## src/rtl/hazard_scoreboard_if.sv

```systemverilog
// Decode-side bundle for the hazard scoreboard: decode drives the master side,
// the scoreboard answers with stall/forwarding/busy/writeback on the slave side.
interface hazard_scoreboard_if #(
    parameter int REG_W = 3,
    parameter int DEPTH = 3,
    parameter int NSRC  = 2,
    parameter int SW    = (DEPTH > 1) ? $clog2(DEPTH) : 1
);
    logic                    id_valid;
    logic                    id_wr;
    logic [REG_W-1:0]        id_rd;
    logic                    id_is_load;
    logic [NSRC*REG_W-1:0]   id_src_sel;
    logic [NSRC-1:0]         id_src_used;
    logic                    flush_id;
    logic [DEPTH-1:0]        flush_mask;
    logic                    ext_stall;

    logic                    stall;
    logic [NSRC-1:0]         fwd_hit;
    logic [NSRC*SW-1:0]      fwd_stage;
    logic [(1<<REG_W)-1:0]   busy;
    logic                    wb_wr;
    logic [REG_W-1:0]        wb_rd;

    modport master (
        output id_valid, id_wr, id_rd, id_is_load, id_src_sel, id_src_used,
               flush_id, flush_mask, ext_stall,
        input  stall, fwd_hit, fwd_stage, busy, wb_wr, wb_rd
    );

    modport slave (
        input  id_valid, id_wr, id_rd, id_is_load, id_src_sel, id_src_used,
               flush_id, flush_mask, ext_stall,
        output stall, fwd_hit, fwd_stage, busy, wb_wr, wb_rd
    );
endinterface

```

## src/rtl/hazard_scoreboard.sv

```systemverilog
// In-flight destination tracker: a DEPTH-stage shift pipeline of writer records
// that yields RAW/load-use stall, per-source forwarding hit/stage and busy bits.
module hazard_scoreboard #(
    parameter int REG_W      = 3,
    parameter int DEPTH      = 3,
    parameter int NSRC       = 2,
    parameter int FWD_EN     = 1,
    parameter int LOAD_STAGE = 1
) (
    input  logic               clk,
    input  logic               rst,
    hazard_scoreboard_if.slave sb
);
    localparam int NREG = 1 << REG_W;
    localparam int SW   = (DEPTH > 1) ? $clog2(DEPTH) : 1;

    logic [DEPTH-1:0] valid_q, valid_d;
    logic [DEPTH-1:0] wr_q,    wr_d;
    logic [DEPTH-1:0] load_q,  load_d;
    logic [REG_W-1:0] rd_q [DEPTH];
    logic [REG_W-1:0] rd_d [DEPTH];

    logic [DEPTH-1:0]   ready;
    logic [NSRC-1:0]    hit;
    logic [NSRC-1:0]    block;
    logic [NSRC*SW-1:0] stage_sel;
    logic [NREG-1:0]    busy;
    logic               stall;
    logic               ins_valid;

    // The record leaving the last stage is always covered by the regfile bypass.
    always_comb begin
        ready = '0;
        for (int s = 0; s < DEPTH; s++) begin
            ready[s] = (s == DEPTH - 1) ||
                       ((FWD_EN != 0) && (!load_q[s] || (s >= LOAD_STAGE)));
        end
    end

    // Scan oldest to youngest so the youngest match overwrites older ones.
    always_comb begin
        hit       = '0;
        block     = '0;
        stage_sel = '0;
        for (int i = 0; i < NSRC; i++) begin
            for (int s = DEPTH - 1; s >= 0; s--) begin
                if (valid_q[s] && wr_q[s] && sb.id_src_used[i] &&
                    (rd_q[s] == sb.id_src_sel[i*REG_W +: REG_W])) begin
                    hit[i]               = 1'b1;
                    block[i]             = !ready[s];
                    stage_sel[i*SW +: SW] = SW'(s);
                end
            end
        end
    end

    always_comb begin
        busy = '0;
        for (int s = 0; s < DEPTH; s++) begin
            if (valid_q[s] && wr_q[s]) begin
                busy[rd_q[s]] = 1'b1;
            end
        end
    end

    assign stall     = sb.id_valid && !sb.flush_id && (|block);
    assign ins_valid = sb.id_valid && !stall && !sb.flush_id;

    // Flushed records keep moving as bubbles; a freeze holds them in place.
    always_comb begin
        valid_d = valid_q & ~sb.flush_mask;
        wr_d    = wr_q;
        load_d  = load_q;
        rd_d    = rd_q;
        if (!sb.ext_stall) begin
            valid_d[0] = ins_valid;
            wr_d[0]    = sb.id_wr;
            load_d[0]  = sb.id_is_load;
            rd_d[0]    = sb.id_rd;
            for (int s = 1; s < DEPTH; s++) begin
                valid_d[s] = valid_q[s-1] && !sb.flush_mask[s-1];
                wr_d[s]    = wr_q[s-1];
                load_d[s]  = load_q[s-1];
                rd_d[s]    = rd_q[s-1];
            end
        end
    end

    always_ff @(posedge clk or negedge rst) begin
        if (!rst) begin
            valid_q <= '0;
            wr_q    <= '0;
            load_q  <= '0;
            for (int s = 0; s < DEPTH; s++) begin
                rd_q[s] <= '0;
            end
        end else begin
            valid_q <= valid_d;
            wr_q    <= wr_d;
            load_q  <= load_d;
            for (int s = 0; s < DEPTH; s++) begin
                rd_q[s] <= rd_d[s];
            end
        end
    end

    assign sb.stall     = stall;
    assign sb.fwd_hit   = hit;
    assign sb.fwd_stage = stage_sel;
    assign sb.busy      = busy;
    assign sb.wb_wr     = valid_q[DEPTH-1] && wr_q[DEPTH-1];
    assign sb.wb_rd     = rd_q[DEPTH-1];
endmodule

```

## src/flat_wrapper.sv

```systemverilog
// flat-port wrapper written by rule: the top's interface ports become plain ports
module hazard_scoreboard_flat 
#(
    parameter int REG_W      = 3,
    parameter int DEPTH      = 3,
    parameter int NSRC       = 2,
    parameter int FWD_EN     = 1,
    parameter int LOAD_STAGE = 1
)
  (clk, rst, sb_id_valid, sb_id_wr, sb_id_rd, sb_id_is_load, sb_id_src_sel, sb_id_src_used, sb_flush_id, sb_flush_mask, sb_ext_stall, sb_stall, sb_fwd_hit, sb_fwd_stage, sb_busy, sb_wb_wr, sb_wb_rd);
  hazard_scoreboard_if #(.REG_W(REG_W), .DEPTH(DEPTH), .NSRC(NSRC)) sb_i ();
  input  logic clk;
  input  logic rst;
  input wire logic [$bits(sb_i.id_valid)-1:0] sb_id_valid;
  input wire logic [$bits(sb_i.id_wr)-1:0] sb_id_wr;
  input wire logic [$bits(sb_i.id_rd)-1:0] sb_id_rd;
  input wire logic [$bits(sb_i.id_is_load)-1:0] sb_id_is_load;
  input wire logic [$bits(sb_i.id_src_sel)-1:0] sb_id_src_sel;
  input wire logic [$bits(sb_i.id_src_used)-1:0] sb_id_src_used;
  input wire logic [$bits(sb_i.flush_id)-1:0] sb_flush_id;
  input wire logic [$bits(sb_i.flush_mask)-1:0] sb_flush_mask;
  input wire logic [$bits(sb_i.ext_stall)-1:0] sb_ext_stall;
  output wire logic [$bits(sb_i.stall)-1:0] sb_stall;
  output wire logic [$bits(sb_i.fwd_hit)-1:0] sb_fwd_hit;
  output wire logic [$bits(sb_i.fwd_stage)-1:0] sb_fwd_stage;
  output wire logic [$bits(sb_i.busy)-1:0] sb_busy;
  output wire logic [$bits(sb_i.wb_wr)-1:0] sb_wb_wr;
  output wire logic [$bits(sb_i.wb_rd)-1:0] sb_wb_rd;
  assign sb_i.id_valid = sb_id_valid;
  assign sb_i.id_wr = sb_id_wr;
  assign sb_i.id_rd = sb_id_rd;
  assign sb_i.id_is_load = sb_id_is_load;
  assign sb_i.id_src_sel = sb_id_src_sel;
  assign sb_i.id_src_used = sb_id_src_used;
  assign sb_i.flush_id = sb_flush_id;
  assign sb_i.flush_mask = sb_flush_mask;
  assign sb_i.ext_stall = sb_ext_stall;
  assign sb_stall = sb_i.stall;
  assign sb_fwd_hit = sb_i.fwd_hit;
  assign sb_fwd_stage = sb_i.fwd_stage;
  assign sb_busy = sb_i.busy;
  assign sb_wb_wr = sb_i.wb_wr;
  assign sb_wb_rd = sb_i.wb_rd;
  hazard_scoreboard #(.REG_W(REG_W), .DEPTH(DEPTH), .NSRC(NSRC), .FWD_EN(FWD_EN), .LOAD_STAGE(LOAD_STAGE)) u_core (.clk(clk), .rst(rst), .sb(sb_i));
endmodule
```

## config.mk

```make
export PLATFORM = sky130hd
export DESIGN_NAME = hazard_scoreboard_flat
export DESIGN_NICKNAME = d
export VERILOG_FILES = /design/src/rtl/hazard_scoreboard_if.sv /design/src/rtl/hazard_scoreboard.sv /design/src/flat_wrapper.sv
export SDC_FILE = /design/constraint.sdc
export NUM_CORES = 1
export LEC_CHECK = 0
export BUFFER_PORTS_ARGS = -buffer_cell sky130_fd_sc_hd__clkbuf_2
export CELL_PAD_IN_SITES_DETAIL_PLACEMENT = 0
export CELL_PAD_IN_SITES_GLOBAL_PLACEMENT = 1
export CORE_UTILIZATION = 32
export DETAILED_ROUTE_END_ITERATION = 12
export PLACE_DENSITY = 0.85
export SLEW_MARGIN = 10
export SYNTH_ARGS = -nofsm -noshare
export SYNTH_HDL_FRONTEND = slang
export SYNTH_SLANG_ARGS = --single-unit
```

## constraint.sdc

```tcl
create_clock -name clk -period 1.4 [get_ports clk]
set_input_delay 0 -clock clk [delete_from_list [all_inputs] [get_ports clk]]
set_output_delay 0 -clock clk [all_outputs]
set_load 0.02 [all_outputs]
```

# After elaboration in Yosys (flattened, before gate mapping)
# Index checks and enable logic that the tools add are counted.
# W data, S select, Z words.
[totals] reg_bits=16 inputBits=21 word_cells=75 out_inout_bits=19
[classes] reduce_logical=29 bitwise=4 order_cmp=6 n_mux=24 eq_ne=6
[op_table] operator="$logic_and A1 B1 Y1" n=24
[op_table] operator="$mux W8" n=3
[op_table] operator="$eq A3 B3 Y1" n=6
[op_table] operator="$or A8 B8 Y8" n=2
[op_table] operator="$lt A3 B4 Y1 const B" n=3
[op_table] operator="$mux W2" n=6
[op_table] operator="$mux W1" n=11
[op_table] operator="$demux W1 S3" n=3
[op_table] operator="$ge A3 B1 Y1 const B" n=3
[op_table] operator="$logic_not A1 Y1" n=4
[op_table] operator="$and A3 B3 Y3" n=1
[op_table] operator="$mux W3" n=1
[op_table] operator="$not A3 Y3" n=1
[op_table] operator="$reduce_or A2 Y1" n=1

# Depth between registers and ports, before layout
# Gate-level depths: netlist of run 1.
[depth] depth_word=10 mapped_depth=5 depth_no_buf=4

# Worst setup path before layout of run 1
# OpenSTA, ideal clock, no wires.
[synth_timing] kind="register to output" start="register u_core.rd_q[4] (netlist bit)" end="output sb_fwd_stage[0]" n_path_buf=1 arrival_ns=1.518 path_stages_with_launch=5 setup_slack_ns=-0.118 t_required_ns=1.400 cell_sequence="dfrtp_1 > buf_2 > xor2_1 > or4_1 > nor2b_1"
[synth_via] elab_chain_cells=4
[synth_lines] element="start, declared" line_no="hazard_scoreboard.sv:20" source="logic [REG_W-1:0] rd_q [DEPTH];"
[synth_lines] element="start signal, assigned by index" line_no="hazard_scoreboard.sv:102" source="rd_q[s] <= rd_d[s];"
[synth_lines] element="$eq A3 B3 Y1" line_no="hazard_scoreboard.sv:48" source="(rd_q[s] == sb.id_src_sel[i*REG_W +: REG_W])) begin"
[synth_lines] element="$logic_and A1 B1 Y1" line_no="hazard_scoreboard.sv:47" source="if (valid_q[s] && wr_q[s] && sb.id_src_used[i] &&"
[synth_lines] element="$mux W2 (2 in a row)" line_no="hazard_scoreboard.sv:47"
[synth_lines] element="end, declared" line_no="flat_wrapper.sv:25" source="output wire logic [$bits(sb_i.fwd_stage)-1:0] sb_fwd_stage;"
# Every way passes these cells.

# Final worst setup path of run 1
[layout_timing] start="register u_core.rd_q[8] (netlist bit)" end="output sb_stall"
[layout_via] elab_chain_cells=5 word_cells_on_any_way=8 classes_between="eq/ne (2); mux (2); reduce/logical (4)"
[layout_lines] element="$eq A3 B3 Y1" line_no="hazard_scoreboard.sv:48"
[layout_lines] element="$logic_and A1 B1 Y1" line_no="hazard_scoreboard.sv:47"
[layout_lines] element="$mux W1" line_no="hazard_scoreboard.sv:47"
[layout_lines] element="$reduce_or A2 Y1 (*)" line_no="hazard_scoreboard.sv:66" source="assign stall = sb.id_valid && !sb.flush_id && (|block);"
[layout_lines] element="$logic_and A1 B1 Y1 (*)" line_no="hazard_scoreboard.sv:66"
[layout_lines] element="end, declared" line_no="flat_wrapper.sv:23" source="output wire logic [$bits(sb_i.stall)-1:0] sb_stall;"
# Every way passes the cells marked *; elsewhere a longest branch is shown, timed or not.

==> results of run 1 <==
[cells in the final DEF, fill, tap and decap left out, types with 5 or more instances in the layout]
cell type and instances:
nand3_1 10, dfrtp_1 11, mux2_2 12, buf_8 5, dlygate4sd3_1 6, nand2_1 14
dfrtp_2 5, clkbuf_2 24, xor2_1 18, buf_4 12, or4_4 5, buf_6 17
[worst max-delay path, cell delays in order (launching register included)]
cell and delay [ps]:
dfrtp_1 410, xor2_1 150, or4_4 560, nand2_4 90, and3_4 180, buf_8 100
[layout make-up]
cell class | count | share of cell area, %
clock buffers | 4 | 2.89
multi-input cells | 102 | 43.6
repair buffers | 64 | 28.1
well taps | 46 | 3.02
inverters | 5 | 0.984
flip-flops and latches | 16 | 21.3
[power groups by stage]
stage          registers, mW  clock network, mW  logic (mW)
2_1_floorplan          0.568                  0       0.311
3_3_place_gp           0.608                  0       0.413
3_5_place_dp           0.613                  0       0.423
4_1_cts                0.609              0.413       0.492
5_1_grt                0.621              0.444       0.600
6_report               0.614              0.414       0.558
[flip-flops by register name (all words and copies together), names as in the netlist]
name and flops:
u_core.wr_q 3, u_core.rd_q 6, u_core.load_q 1, u_core.valid_q 3, u_core.sb.wb_rd 3
[timing repair]
item,CTS,global route
endpoints found under the setup margin,16,16
hold buffers,6,0
buffers inserted,4,3
pin swaps,7,11
hold endpoints to repair,20,0
resized for setup,40,48
[stage by stage]
stage | area, um2 | total power, mW | std cells | worst slack [ps] | util (%)
2_1_floorplan | 1200 | 0.878 | 135 | -51.9 | -
3_3_place_gp | 1480 | 1.02 | 221 | -128 | 43.0
3_5_place_dp | 1480 | 1.04 | 221 | -143 | 43.0
4_1_cts | 1750 | 1.51 | 234 | -366 | 51.0
5_1_grt | 1910 | 1.66 | 237 | -406 | 55.4
6_report | 1910 | 1.59 | 237 | -357 | 55.4
[logic make-up after synthesis]
logic type | count (synthesis) | share of synthesized area (%)
flops | 16 | 34.0
buf+inv | 17 | 7.43
simple gates | 59 | 25.5
mux | 12 | 11.5
xor+xnor | 18 | 13.4
compound gates | 13 | 8.28
[path summary, 6_finish.rpt]
check	start	endpoint	slack [ps]	cells after the start
worst max-delay path	u_core.rd_q[8]$_DFFE_PN0N_	sb_stall	-360	5
min in group asynchronous	rst	u_core.sb.wb_rd[1]$_DFFE_PN0N_	220	2
worst max register to register	u_core.rd_q[8]$_DFFE_PN0N_	u_core.valid_q[0]$_DFF_PN0_	-20	4
max in group asynchronous	rst	u_core.valid_q[1]$_DFF_PN0_	870	2
worst min register to register	u_core.load_q[0]$_DFFE_PN0N_	u_core.valid_q[0]$_DFF_PN0_	500	1
worst min-delay path	sb_id_rd[1]	u_core.rd_q[7]$_DFFE_PN0N_	5	2
[routing by layer]
layer / track usage [%] / vias to the layer above
met4: 7.27 / 0
met1: 23.2 / 588
li1: - / 582
met3: 3.47 / 11
met2: 33.2 / 59
met5: 0 / -
==> reports/summary.txt, run 1 <==
startpoint types: flop
vias per inst: 5.23
CTS tree: done
distinct cell type count after synthesis: 28
Routed Antenna Nets: 0
row cnt: 21
worst setup margin: -357 ps
Syn Nets: 156
largest net degree at the start of global routing: 21
Clk pwr share: 26.1%
GRT Util Overall: 19.1%
critical path type: flop to primary output
Yosys reg bits: 16
DP HPWL: 2.45 mm
Syn Area/Cell: 8.73 um2
number of fill cells in the layout: 300
die area: 0.00393 mm2
Routed Wire Length: 3.74 mm
starting DRC count in detailed routing: 65
commonest cells in the netlist: 18 x nand2_1, 18 x xor2_1, 16 x dfrtp_1
die span in y: 62.7 um
clk sinks: 16
Clk Latency, worst-skew pair: 250 ps
Root Buffer: clkbuf_8
Seq/Total Area, Yosys: 34.0%
share of cells above drive strength 1: 55.5%
total CTS buffers: 3
vias: 1,240
Comb power frac: 35.2%
top-area cell type share of the netlist area: 34.0%
Max transition margin: 70.3%
Final TNS setup: -3150 ps
Post-synth top flop: dfrtp_1
crit path max fanout: 4
vias in the first global route: 1,246
DRC: 0
Seq pwr share: 38.7%
VDD IR max: 0.356 mV
area leader, netlist: dfrtp_1
final setup fails: 16
switch share: 33.8%
final slew viol count: 0
final period utilization: 125%
Post-synth ARST share: 100%
crit path capture type: primary output
PortBufs: 39
core area: 0.00344 mm2
CTS max path bufs: 2
first-pass detailed-route iteration total: 4
Routed WL per cell: 15.8 um
Post-synth EDFFs: 0
grt total ovfl: 0
Data arrival, critical path: 1760 ps
Ports: 40
Clock transition at path regs: 60 ps
Crit path required time: 1400 ps
CTS H-tree depth: 1
crit path time final: 1760 ps
Synth Instances: 135
Fmax: 569 MHz
status: finished, violations left
Register Area: 407 um2
Area contributors post-synth: dfrtp_1 34%, xor2_1 13%, mux2_2 11%
routability cong.: 0.907
RSZ-0062 raised after global routing: yes
Area Growth Syn to Fin: 61.8%
failing checks: negative setup slack
uppermost routed layer: met4
synth warn: 0
Leak: 0.910 nW
worst slew pin tran: 445 ps
first-pass GRT wire length: 5.84 mm
initial antenna violation count: 0
Synth Cell Area: 0.00118 mm2
Worst Skew: 0.794 ps
P_int: 1.05 mW
met2 WL: 1.97 mm
routed wl met3: 235 um
Horiz. Die Dim: 62.7 um
Sw Pwr: 537 uW
Hold Vio Cnt, Final: 0
Pwr Density: 832 mW/mm2
Hold Crit Class: input port to flop
Hold WS: 5.49 ps
Max Cap Violations: 0
met1 wire length: 1.44 mm
multi-input logic area: 832 um2
Initial Utilization: 34.2%
n_diodes: 0
Nets: 213
No activity file was read; power rests on OpenSTA's default activity.
==> run 2, diff against run 1 <==
--- a/config.mk
+++ b/config.mk
@@ -8,9 +8,9 @@
 export BUFFER_PORTS_ARGS = -buffer_cell sky130_fd_sc_hd__clkbuf_2
 export CELL_PAD_IN_SITES_DETAIL_PLACEMENT = 0
 export CELL_PAD_IN_SITES_GLOBAL_PLACEMENT = 1
-export CORE_UTILIZATION = 32
+export CORE_UTILIZATION = 36
 export DETAILED_ROUTE_END_ITERATION = 12
-export PLACE_DENSITY = 0.85
+export PLACE_DENSITY = 0.9
 export SLEW_MARGIN = 10
 export SYNTH_ARGS = -nofsm -noshare
 export SYNTH_HDL_FRONTEND = slang
==> constraint.sdc (replaced) <==
create_clock -name clk -period 1.8 [get_ports clk]
set_input_delay 0 -clock clk [delete_from_list [all_inputs] [get_ports clk]]
set_output_delay 0 -clock clk [all_outputs]
set_load 0.02 [all_outputs]
==> reports/summary.txt, run 2 (synthesis results as in run 1) <==
register name with the most flops: u_core.rd_q
CTS max path bufs: 2
Crit path required time: 1800 ps
Clock transition at path regs: 100 ps
Initial Utilization: 38.3%
vias: 1,156
CTS H-tree depth: 1
first-pass GRT wire length: 4.97 mm
critical path type: flop to primary output
Horiz. Die Dim: 59.2 um
die area: 0.00351 mm2
worst slew pin tran: 419 ps
crit path buf inv count: 1
Nets: 208
row cnt: 20
Area Growth Syn to Fin: 36.6%
vias in the first global route: 1,080
vias per inst: 5.03
clk sinks: 16
Max Cap Violations: 0
Hold Crit Class: input port to flop
largest net degree at the start of global routing: 21
Final TNS setup: -57.2 ps
cells along the critical path: xor2_1 -> or4_4 -> nand2_4 -> and3_4 -> buf_8
Routed Antenna Nets: 0
final setup fails: 1
first-pass detailed-route iteration total: 5
max reg flops: 6
worst setup margin: -57.2 ps
total CTS buffers: 3
PortBufs: 39
Pwr Density: 649 mW/mm2
GRT Util Overall: 19.0%
final period utilization: 103%
status: finished, violations left
starting DRC count in detailed routing: 24
Hold Vio Cnt, Final: 0
Data arrival, critical path: 1860 ps
RSZ-0062 raised after global routing: yes
Leak: 0.790 nW
Worst Skew: 7.13 ps
startpoint types: flop
Cell Area, Placed: 0.00138 mm2
fin area: 0.00161 mm2
grt total ovfl: 0
delay-heaviest family, CP: simple AND/OR/NAND/NOR gates
routability cong.: 0.873
initial antenna violation count: 0
Fmax: 538 MHz
Ports: 40
DRC: 0
n_diodes: 0
commonest non-fill, non-tap cell in the layout: clkbuf_2
share of cells above drive strength 1: 42.5%
most frequent cells in the layout: 35 x clkbuf_2, 18 x xor2_1, 18 x nand2_1, 13 x nand3_1
crit path max fanout: 4
slowest stage cell, crit path: or4_4
Clk Latency, worst-skew pair: 290 ps
CTS tree: done
Slowest Stage Delay on Critical Path: 550 ps
Max transition margin: 72.1%
Routed Wire Length: 3.05 mm
crit path time final: 1860 ps
core area: 0.00308 mm2
Root Buffer: clkbuf_4
failing checks: negative setup slack
number of fill cells in the layout: 297
DP HPWL: 2.16 mm
Routed WL per cell: 13.3 um
crit path capture type: primary output
final slew viol count: 0
VDD IR max: 0.483 mV
die span in y: 59.2 um
[run 2: path summary, 6_finish.rpt]
path                                               from                     endpoint  slack (ps)  depth (start not counted)
max in group asynchronous                           rst   u_core.wr_q[0]$_DFFE_PN0N_        1350                          2
max reg2reg                  u_core.rd_q[7]$_DFFE_PN0N_  u_core.valid_q[0]$_DFF_PN0_         170                          6
min                                    sb_flush_mask[0]  u_core.valid_q[1]$_DFF_PN0_          30                          3
max                          u_core.rd_q[7]$_DFFE_PN0N_                     sb_stall         -60                          5
min reg2reg                u_core.load_q[0]$_DFFE_PN0N_  u_core.valid_q[0]$_DFF_PN0_         500                          1
min in group asynchronous                           rst   u_core.rd_q[8]$_DFFE_PN0N_         140                          2
[run 2: tightest hold or removal path, cell delays in order]
cell and delay [ps]:
clkbuf_2 70, nand2b_1 110, o21ai_0 90
[run 2: area by class of cell]
class                      instances  area [um2]  share of cell area (%)
multi-input combinational        102         712                    44.2
sequential                        16         409                    25.4
timing repair buffer              59         379                    23.5
tap                               44        55.1                    3.42
clock buffer                       4        36.3                    2.25
inverter                           5        18.8                    1.17
[run 2: repair_timing]
action / 4_1_cts / 5_1_grt
hold endpoints to repair: 23 / 0
resized for setup: 6 / 14
endpoints found under the setup margin: 7 / 8
buffers inserted: 8 / 1
pin swaps: 3 / 2
hold buffers: 9 / 0
[run 2: report_power, final]
part	switching [mW]	internal (mW)	total, mW
clock network	0.115	0.123	0.238
logic	0.161	0.157	0.318
registers	0.0798	0.408	0.488
[run 2: per-stage QoR]
step	hold slack [ps]	setup WS (ps)	power (mW)	instances	util, %
after global routing	52.6	-111	1.11	230	52.3
final	28.8	-57.2	1.04	230	52.3
after CTS	15.3	-31.5	1.04	229	51.1
after floorplan	-296	282	0.678	135	-
after detailed placement	-66.0	176	0.756	208	44.7
after global placement	-64.9	210	0.745	208	44.7
[run 2: routing by layer]
layer	wire length, um	up-vias	GRT usage, %
met5	0	-	0
met4	51	0	9.18
met3	90	5	0.873
met2	1540	31	31.5
met1	1380	549	25.5
li1	-	571	-
